<file path="config.mk">
export PLATFORM = sky130hd
export DESIGN_NAME = xadc_sample_axil_slave
export DESIGN_NICKNAME = d
export VERILOG_FILES = /design/src/rtl/xadc_sample_axil_slave.sv
export SDC_FILE = /design/constraint.sdc
export NUM_CORES = 1
export LEC_CHECK = 0
export CORE_MARGIN = 2
export CORE_UTILIZATION = 36
export CTS_BUF_LIST = sky130_fd_sc_hd__clkbuf_8
export CTS_CLUSTER_DIAMETER = 30
export DETAILED_ROUTE_END_ITERATION = 16
export PLACE_DENSITY = 0.66
export RECOVER_POWER = 50
export SETUP_SLACK_MARGIN = 0.2
export SLEW_MARGIN = 20
export SYNTH_ARGS = -nofsm -noshare
export SYNTH_HDL_FRONTEND = slang
export SYNTH_SLANG_ARGS = --single-unit
export TNS_END_PERCENT = 30
</file>
<file path="constraint.sdc">
create_clock -name clk -period 4.4 [get_ports clk]
set_input_delay 1.1 -clock clk [delete_from_list [all_inputs] [get_ports clk]]
set_output_delay 1.1 -clock clk [all_outputs]
set_load 0.01 [all_outputs]
</file>
<file path="src/rtl/xadc_sample_axil_slave.sv">
// AXI4-Lite responder that buffers XADC conversion results in a sample FIFO for the PS.
// Optional per-sample eoc timestamp in DATA[30:16] when XADC_SAMPLE_TIMESTAMP_EN is defined.
module xadc_sample_axil_slave #(
    parameter int unsigned C_S_AXI_DATA_WIDTH = 32,
    parameter int unsigned C_S_AXI_ADDR_WIDTH = 4,
    parameter int unsigned FIFO_DEPTH         = 16,
    parameter int unsigned SAMPLE_WIDTH       = 16
) (
    input  logic                            clk,
    input  logic                            rst,
    input  logic [SAMPLE_WIDTH-1:0]         val_i,
    input  logic                            eoc_i,
    output logic                            irq_o,
    input  logic [C_S_AXI_ADDR_WIDTH-1:0]   s_axi_awaddr,
    input  logic                            s_axi_awvalid,
    output logic                            s_axi_awready,
    input  logic [C_S_AXI_DATA_WIDTH-1:0]   s_axi_wdata,
    input  logic [C_S_AXI_DATA_WIDTH/8-1:0] s_axi_wstrb,
    input  logic                            s_axi_wvalid,
    output logic                            s_axi_wready,
    output logic [1:0]                      s_axi_bresp,
    output logic                            s_axi_bvalid,
    input  logic                            s_axi_bready,
    input  logic [C_S_AXI_ADDR_WIDTH-1:0]   s_axi_araddr,
    input  logic                            s_axi_arvalid,
    output logic                            s_axi_arready,
    output logic [C_S_AXI_DATA_WIDTH-1:0]   s_axi_rdata,
    output logic [1:0]                      s_axi_rresp,
    output logic                            s_axi_rvalid,
    input  logic                            s_axi_rready
);

    localparam int unsigned IDX_W  = $clog2(FIFO_DEPTH);
    localparam int unsigned PTR_W  = IDX_W + 1;
    localparam int unsigned STRB_W = C_S_AXI_DATA_WIDTH / 8;

    typedef enum logic {W_IDLE, W_RESP} w_state_t;
    typedef enum logic {R_IDLE, R_DATA} r_state_t;

    // Write channel
    w_state_t                        r_w_state, w_w_state_nxt;
    logic                            r_awready, w_awready_nxt;
    logic                            r_wready, w_wready_nxt;
    logic                            r_bvalid, w_bvalid_nxt;
    logic                            r_aw_held, w_aw_held_nxt;
    logic                            r_wd_held, w_wd_held_nxt;
    logic [C_S_AXI_ADDR_WIDTH-1:0]   r_awaddr;
    logic [C_S_AXI_DATA_WIDTH-1:0]   r_wdata;
    logic [STRB_W-1:0]               r_wstrb;
    logic                            w_aw_hs, w_w_hs, w_do_write;
    logic [C_S_AXI_ADDR_WIDTH-1:0]   w_wr_addr;
    logic [C_S_AXI_DATA_WIDTH-1:0]   w_wr_data;
    logic [STRB_W-1:0]               w_wr_strb;
    logic [1:0]                      w_wr_sel;

    // Read channel
    r_state_t                        r_r_state, w_r_state_nxt;
    logic                            r_arready, w_arready_nxt;
    logic                            r_rvalid, w_rvalid_nxt;
    logic [C_S_AXI_DATA_WIDTH-1:0]   r_rdata;
    logic [C_S_AXI_DATA_WIDTH-1:0]   w_rd_word;
    logic                            w_ar_hs;
    logic [1:0]                      w_rd_sel;

    // Control/status and FIFO
    logic                            r_en, r_irq_en, r_ovf, r_irq;
    logic [7:0]                      r_thresh;
    logic [PTR_W-1:0]                r_wr_ptr, r_rd_ptr;
    logic [PTR_W-1:0]                w_count;
    logic [7:0]                      w_count8;
    logic [IDX_W-1:0]                w_wr_idx, w_rd_idx;
    logic                            w_empty, w_full;
    logic                            w_push, w_pop, w_clr, w_ovf_set, w_ovf_clr;
    logic [SAMPLE_WIDTH-1:0]         r_mem [FIFO_DEPTH];
    logic                            w_unused;

    assign w_aw_hs   = s_axi_awvalid && r_awready;
    assign w_w_hs    = s_axi_wvalid && r_wready;
    // Either half may arrive on the commit edge itself, so fall through to the live bus.
    assign w_wr_addr = r_aw_held ? r_awaddr : s_axi_awaddr;
    assign w_wr_data = r_wd_held ? r_wdata : s_axi_wdata;
    assign w_wr_strb = r_wd_held ? r_wstrb : s_axi_wstrb;
    assign w_wr_sel  = w_wr_addr[3:2];

    always_comb begin
        w_w_state_nxt = r_w_state;
        w_awready_nxt = r_awready;
        w_wready_nxt  = r_wready;
        w_bvalid_nxt  = r_bvalid;
        w_aw_held_nxt = r_aw_held | w_aw_hs;
        w_wd_held_nxt = r_wd_held | w_w_hs;
        w_do_write    = 1'b0;
        unique case (r_w_state)
            W_IDLE: begin
                if (w_aw_held_nxt && w_wd_held_nxt) begin
                    w_do_write    = 1'b1;
                    w_aw_held_nxt = 1'b0;
                    w_wd_held_nxt = 1'b0;
                    w_awready_nxt = 1'b0;
                    w_wready_nxt  = 1'b0;
                    w_bvalid_nxt  = 1'b1;
                    w_w_state_nxt = W_RESP;
                end else begin
                    w_awready_nxt = !w_aw_held_nxt;
                    w_wready_nxt  = !w_wd_held_nxt;
                end
            end
            W_RESP: begin
                if (s_axi_bready) begin
                    w_bvalid_nxt  = 1'b0;
                    w_awready_nxt = 1'b1;
                    w_wready_nxt  = 1'b1;
                    w_w_state_nxt = W_IDLE;
                end
            end
            default: w_w_state_nxt = W_IDLE;
        endcase
    end

    always_ff @(posedge clk) begin
        if (rst) begin
            r_w_state <= W_IDLE;
            r_awready <= 1'b0;
            r_wready  <= 1'b0;
            r_bvalid  <= 1'b0;
            r_aw_held <= 1'b0;
            r_wd_held <= 1'b0;
            r_awaddr  <= '0;
            r_wdata   <= '0;
            r_wstrb   <= '0;
        end else begin
            r_w_state <= w_w_state_nxt;
            r_awready <= w_awready_nxt;
            r_wready  <= w_wready_nxt;
            r_bvalid  <= w_bvalid_nxt;
            r_aw_held <= w_aw_held_nxt;
            r_wd_held <= w_wd_held_nxt;
            if (w_aw_hs) r_awaddr <= s_axi_awaddr;
            if (w_w_hs) begin
                r_wdata <= s_axi_wdata;
                r_wstrb <= s_axi_wstrb;
            end
        end
    end

    assign w_ar_hs  = s_axi_arvalid && r_arready;
    assign w_rd_sel = s_axi_araddr[3:2];

    always_comb begin
        w_r_state_nxt = r_r_state;
        w_arready_nxt = r_arready;
        w_rvalid_nxt  = r_rvalid;
        unique case (r_r_state)
            R_IDLE: begin
                if (w_ar_hs) begin
                    w_arready_nxt = 1'b0;
                    w_rvalid_nxt  = 1'b1;
                    w_r_state_nxt = R_DATA;
                end else begin
                    w_arready_nxt = 1'b1;
                end
            end
            R_DATA: begin
                if (s_axi_rready) begin
                    w_rvalid_nxt  = 1'b0;
                    w_arready_nxt = 1'b1;
                    w_r_state_nxt = R_IDLE;
                end
            end
            default: w_r_state_nxt = R_IDLE;
        endcase
    end

    always_ff @(posedge clk) begin
        if (rst) begin
            r_r_state <= R_IDLE;
            r_arready <= 1'b0;
            r_rvalid  <= 1'b0;
            r_rdata   <= '0;
        end else begin
            r_r_state <= w_r_state_nxt;
            r_arready <= w_arready_nxt;
            r_rvalid  <= w_rvalid_nxt;
            if (w_ar_hs) r_rdata <= w_rd_word;
        end
    end

    assign w_count  = r_wr_ptr - r_rd_ptr;
    assign w_count8 = 8'(w_count);
    assign w_empty  = (r_wr_ptr == r_rd_ptr);
    assign w_full   = (w_count == PTR_W'(FIFO_DEPTH));
    assign w_wr_idx = r_wr_ptr[IDX_W-1:0];
    assign w_rd_idx = r_rd_ptr[IDX_W-1:0];

    assign w_clr     = w_do_write && (w_wr_sel == 2'd0) && w_wr_strb[0] && w_wr_data[1];
    assign w_ovf_clr = w_do_write && (w_wr_sel == 2'd1) && w_wr_strb[2] && w_wr_data[16];
    assign w_pop     = w_ar_hs && (w_rd_sel == 2'd2) && !w_empty;
    // A pop in the same cycle frees the slot the push needs; a flush discards the sample.
    assign w_push    = eoc_i && r_en && !w_clr && (!w_full || w_pop);
    assign w_ovf_set = eoc_i && r_en && !w_clr && w_full && !w_pop;

`ifdef XADC_SAMPLE_TIMESTAMP_EN
    logic [14:0] r_ts;
    logic [14:0] r_ts_mem [FIFO_DEPTH];

    always_ff @(posedge clk) begin
        if (rst || w_clr) begin
            r_ts <= '0;
        end else if (eoc_i && r_en) begin
            r_ts <= r_ts + 15'd1;
        end
    end

    always_ff @(posedge clk) begin
        if (w_push) r_ts_mem[w_wr_idx] <= r_ts;
    end
`endif

    always_comb begin
        w_rd_word = '0;
        case (w_rd_sel)
            2'd0: begin
                w_rd_word[0] = r_en;
                w_rd_word[2] = r_irq_en;
            end
            2'd1: begin
                w_rd_word[7:0] = w_count8;
                w_rd_word[8]   = w_empty;
                w_rd_word[9]   = w_full;
                w_rd_word[16]  = r_ovf;
            end
            2'd2: begin
                if (!w_empty) begin
                    w_rd_word[31]                 = 1'b1;
                    w_rd_word[SAMPLE_WIDTH-1:0]   = r_mem[w_rd_idx];
`ifdef XADC_SAMPLE_TIMESTAMP_EN
                    w_rd_word[30:16]              = r_ts_mem[w_rd_idx];
`endif
                end
            end
            default: w_rd_word[7:0] = r_thresh;
        endcase
    end

    always_ff @(posedge clk) begin
        if (w_push) r_mem[w_wr_idx] <= val_i;
    end

    always_ff @(posedge clk) begin
        if (rst) begin
            r_en     <= 1'b0;
            r_irq_en <= 1'b0;
            r_thresh <= '0;
            r_ovf    <= 1'b0;
            r_wr_ptr <= '0;
            r_rd_ptr <= '0;
            r_irq    <= 1'b0;
        end else begin
            if (w_do_write && (w_wr_sel == 2'd0) && w_wr_strb[0]) begin
                r_en     <= w_wr_data[0];
                r_irq_en <= w_wr_data[2];
            end
            if (w_do_write && (w_wr_sel == 2'd3) && w_wr_strb[0]) begin
                r_thresh <= w_wr_data[7:0];
            end
            if (w_ovf_set) begin
                r_ovf <= 1'b1;
            end else if (w_ovf_clr) begin
                r_ovf <= 1'b0;
            end
            if (w_clr) begin
                r_wr_ptr <= '0;
                r_rd_ptr <= '0;
            end else begin
                if (w_push) r_wr_ptr <= r_wr_ptr + PTR_W'(1);
                if (w_pop)  r_rd_ptr <= r_rd_ptr + PTR_W'(1);
            end
            r_irq <= r_irq_en && (r_thresh != 8'd0) && (w_count8 >= r_thresh);
        end
    end

    assign w_unused = ^{w_wr_addr[1:0], s_axi_araddr[1:0], w_wr_data[31:17], w_wr_data[15:8],
                        w_wr_strb[3], w_wr_strb[1]};

    assign s_axi_awready = r_awready;
    assign s_axi_wready  = r_wready;
    assign s_axi_bvalid  = r_bvalid;
    assign s_axi_bresp   = 2'b00;
    assign s_axi_arready = r_arready;
    assign s_axi_rvalid  = r_rvalid;
    assign s_axi_rdata   = r_rdata;
    assign s_axi_rresp   = 2'b00;
    assign irq_o         = r_irq;

endmodule
</file>
---- Word-level counts from Yosys, hierarchy flattened ----
Memories as Yosys holds them, arrays and structs flattened. A register that Yosys moved wholly into a read port is not among the register bits.
Index checks and enable logic that the tools add are counted.
operators by class
  add/sub/neg operators ................... 3
  magnitude comparators ................... 1
  eq/ne operators ......................... 10
  multiplexer cells ....................... 44
  bitwise logic cells ..................... 4
  reduce and logical (&&, ||, !) cells .... 35
operators by type and width
  kind                                           count
  two-way mux 1 bit                              25
  logical AND 1 bit                              21
  two-way mux 17 bit                             1
  two-way mux 16 bit                             1
  case mux 5 bit (3 select lines)                1
  case mux 1 bit (2 select lines)                7
  two-way mux 4 bit                              3
  adder 5 x 1 -> 5 bit, second input constant    2
  case mux 1 bit (3 select lines)                3
  greater-or-equal comparator 5 x 8 -> 1 bit     1
  != test 2 bit, second input constant           4
  nonzero test 8 bit                             1
  logical NOT 1 bit                              6
  two-way mux 6 bit                              1
  == test 5 bit                                  1
  == test 5 bit, second input constant           1
  subtractor 5 bit                               1
  == test 2 x 1 -> 1 bit, second input constant  2
  == test 2 bit, second input constant           2
  logical NOT 2 bit                              2
  case mux 2 bit (2 select lines)                1
  AND reduction 2 bit                            2
  two-way mux 3 bit                              1
  NOT 1 bit                                      2
  4 further kinds                                5
storage, ports and cells
  register bits after elaboration ......... 73
  bits in writable memories ............... 256
  output and inout bits ................... 42
  memories ................................ 1
memories
  memory  depth  width  rd ports  clocked after Yosys merged registers in  wr ports  RTL line  text
  r_mem   16     16     1         1                                        1         74        logic [SAMPLE_WIDTH-1:0] r_mem [FIFO_DEPTH];

---- Logic depth before layout (Yosys ltp) ----
  word-level depth ........................ 13
  gate-level depth with buffers ........... 11

---- Worst setup path after synthesis ----
OpenSTA, ideal clock, no wires.
  path type ............................... input to register
  start ................................... input port s_axi_araddr[2]
  end ..................................... memory r_mem[3][0], enable pin
  library setup time ...................... 0.409 ns
  arrival time ............................ 3.392 ns
  required time ........................... 3.991 ns
  path slack .............................. 0.599 ns
  stages .................................. 9
  path buffers ............................ 2
  path through ............................ inv_1 -> ha_1 -> o21ai_1 -> or2_2 -> clkbuf_1 -> a21oi_2 -> clkbuf_2 -> nand2_1 -> nor3_1
on the way
  longest elaborated chain between the ends .. 7
ends and longest elaborated chain
  what                                     RTL line  text
  start: declaration                       24        input logic [C_S_AXI_ADDR_WIDTH-1:0] s_axi_araddr,
  == test 2 bit                            197       assign w_pop = w_ar_hs && (w_rd_sel == 2'd2) && !w_empty;
  logical AND 1 bit (2 in series)          197
  logical OR 1 bit                         199       assign w_push = eoc_i && r_en && !w_clr && (!w_full || w_pop);
  logical AND 1 bit                        199
  two-way mux 1 bit                        246       if (w_push) r_mem[w_wr_idx] <= val_i;
  two-way mux 1 bit (implied by the code)  246
  end: declaration                         74
No other way between the ends.

---- Worst setup path after layout ----
  start ................................... input port s_axi_araddr[2]
  end ..................................... memory r_mem[3][14], enable pin
Same word-level chain as after synthesis.

==> impl_metrics.ini <==
[synthesis]
yosys_register_bits = 322
synth_edf_count = 256
async_flop_share_pct = 0
synthCells = 768
synth.avg_cell_area_sq_um = 16.9
syn-cell-area_sq_mm = 0.0130
ys_warn_count = 0
ys_seq_area_share_pct = 69.5
synthDistinctLibCells = 54
synthFlopType = edfxtp_1

[drt]
first_iter_violations = 567
dr.pass1.iters = 5
vias = 7196
route.detailed.drc = 0
detail-route-antenna-nets = 0
drt_wl_total_mm = 28.6
wl_per_cell_um = 20.3
via_per_inst = 5.11

[sta]
slew_viol_final = 0
fin_crit_ps = 3740
fin_setup_tns_ps = 0
finalSetupViolations = 0
relSlewSlack_pct = 36.6
tightest_slew_ps = 951
fin_skew_ps = 37.5
fin_crit_sh_pct = 85.1
fin_hold_ws_ps = 455
fmax_ghz = 0.267
rsz0062_at_grt = no
finalWorstSetupSlack_ps = 655
finalHoldViolations = 0

[final_layout]
layout_common_cells = 256 x edfxtp_1, 76 x mux4_2, 74 x clkbuf_8
post-route-util_pct = 44.1
layout_commonest_cell = edfxtp_1
final_layout_size_suffix_gt1_share_pct = 24.8
fillCellCount = 3088
syn_to_final_growth_pct = 20.7
nets = 985

[clock_tree]
clk_latency_ps = 590
hold_buffers = 0
cts-htree-levels = 3
cts_resized = 0
cts_setup_buffers = 0
clkTransAtPathRegs_ps = 50
cts.path.max_buffers = 3
clock-sinks = 322
clock-root-buffer = clkbuf_8
numCtsBuffers = 66
tritoncts = done

[die]
io_pins = 110
initial_core_util_pct = 36.5
die_w_um = 194
placementRows = 69
die_h_um = 194
dieArea_sq_mm = 0.0375
coreArea_sq_mm = 0.0355

[critical_path]
cp-start-kind = primary input
crit_fanout = 17
end_kind = register
arrival_ps = 4030
cp.required_ps = 4680
critPathKind = in -> reg

[grt]
overflow = 0
first_global_vias = 7363
grt.total_usage_pct = 15.2
grt_pass1_wl_mm = 43.5
antenna_found_initial = 2
grt_max_degree = 47

[power]
ir_drop_v = 0.000281
p_leak_nw = 5.19
power_density_mw_per_mm2 = 425
pwr-share-clk_pct = 47.5
power.internal_mw = 5.18
switchingPower_mw = 1.46
switching_share_pct = 22.0
power.total_mw = 6.65
pwr-share-comb_pct = 2.6
pwr-share-seq_pct = 49.9

[hold_path]
hold_class = reg -> reg

[job]
maxCapViolCount = 0

[placed_design]
dp_hpwl_mm = 18.0
gp_congestion = 0.782
dp_slack_ps = 384
portBuffers = 62

[run_status]
status = finished clean
[worst paths after layout]
| path | slack (ps) | cells past startpoint | startpoint | end |
|---|---|---|---|---|
| setup / recovery | 660 | 9 | s_axi_araddr[2] | r_mem[3][14] |
| hold / removal | 450 | 2 | r_wdata[5] | r_wdata[5] |
| setup reg to reg | 990 | 11 | r_wr_ptr[0] | r_mem[3][14] |
| hold reg to reg | 450 | 2 | r_wdata[5] | r_wdata[5] |
[kinds of logic after synthesis]
group | after synthesis | synth area share, %
compound gates | 95 | 4.82
xor+xnor | 8 | 0.541
fa+ha+maj | 19 | 1.89
buf+inv | 75 | 2.95
flops | 322 | 69.5
mux | 93 | 14.6
other cells | 1 | 0.0289
simple gates | 155 | 5.70
[worst max-delay path, stage by stage]
cell	delay, ps
dlygate4sd3_1	580
inv_1	100
ha_1	160
o21ai_0	230
or2_0	420
a21oi_2	560
nand2_1	200
nor3_2	440
buf_12	230
[power by group through the flow]
stage / registers, mW / clock network (mW) / logic, mW
2_1_floorplan: 3.38 / 0 / 0.0804
5_1_grt: 3.32 / 3.36 / 0.189
6_report: 3.32 / 3.16 / 0.172
4_1_cts: 3.32 / 3.23 / 0.175
3_5_place_dp: 3.38 / 0 / 0.174
3_3_place_gp: 3.38 / 0 / 0.170
[registers in the layout (all words and copies together) (netlist names), 2 cells and up, named ones only]
signal / flops
r_mem: 256
r_thresh: 8
r_wr_ptr: 5
r_wdata: 9
r_wstrb: 2
r_awaddr: 2
r_rd_ptr: 5
s_axi_rdata: 18
[synthesized netlist by cell type, drive strengths merged, types with 4 or more instances]
| master | n | share of area (%) |
|---|---|---|
| a211oi | 7 | 0.41 |
| a21o | 6 | 0.35 |
| a21oi | 34 | 1.4 |
| a221oi | 7 | 0.47 |
| a22oi | 7 | 0.41 |
| and2 | 6 | 0.29 |
| and3 | 15 | 0.72 |
| buf | 33 | 1.7 |
| clkbuf | 22 | 0.65 |
| dfxtp | 66 | 10 |
| edfxtp | 256 | 59 |
| ha | 18 | 1.7 |
| inv | 20 | 0.58 |
| mux2 | 5 | 0.43 |
| mux2i | 12 | 0.93 |
| mux4 | 76 | 13 |
| nand2 | 49 | 1.4 |
| nand2b | 6 | 0.29 |
| nand3 | 9 | 0.35 |
| nor2 | 43 | 1.2 |
| nor2b | 5 | 0.24 |
| nor3 | 7 | 0.27 |
| o211ai | 4 | 0.23 |
| o21ai | 16 | 0.62 |
| xnor2 | 5 | 0.34 |
[per-layer routing]
layer	vias to the layer above	share of wire, %	GRT usage [%]
met2	251	47	24.0
met1	3657	45	20.9
met4	2	1.5	4.33
met3	40	6.3	3.88
li1	3246	-	-
met5	-	0.045	0
[final cells by class]
cell class                 instances  area (sq um)  share of cell area, %
inverter                          20          75.1                  0.480
antenna                            1          2.50                 0.0160
multi-input combinational        388          3640                   23.3
tap                              461           577                   3.69
timing repair buffer             100           960                   6.13
sequential                       322          9010                   57.6
clock buffer                      74          1020                   6.51
clock inverter                    43           358                   2.29
[through the flow]
step                cell area, sq um  instances
global placement               14300       1291
global route                   15600       1409
CTS                            15700       1408
finish                         15600       1409
detailed placement             14300       1291
floorplan                      13000        785
(Power assumes the default switching activity.)
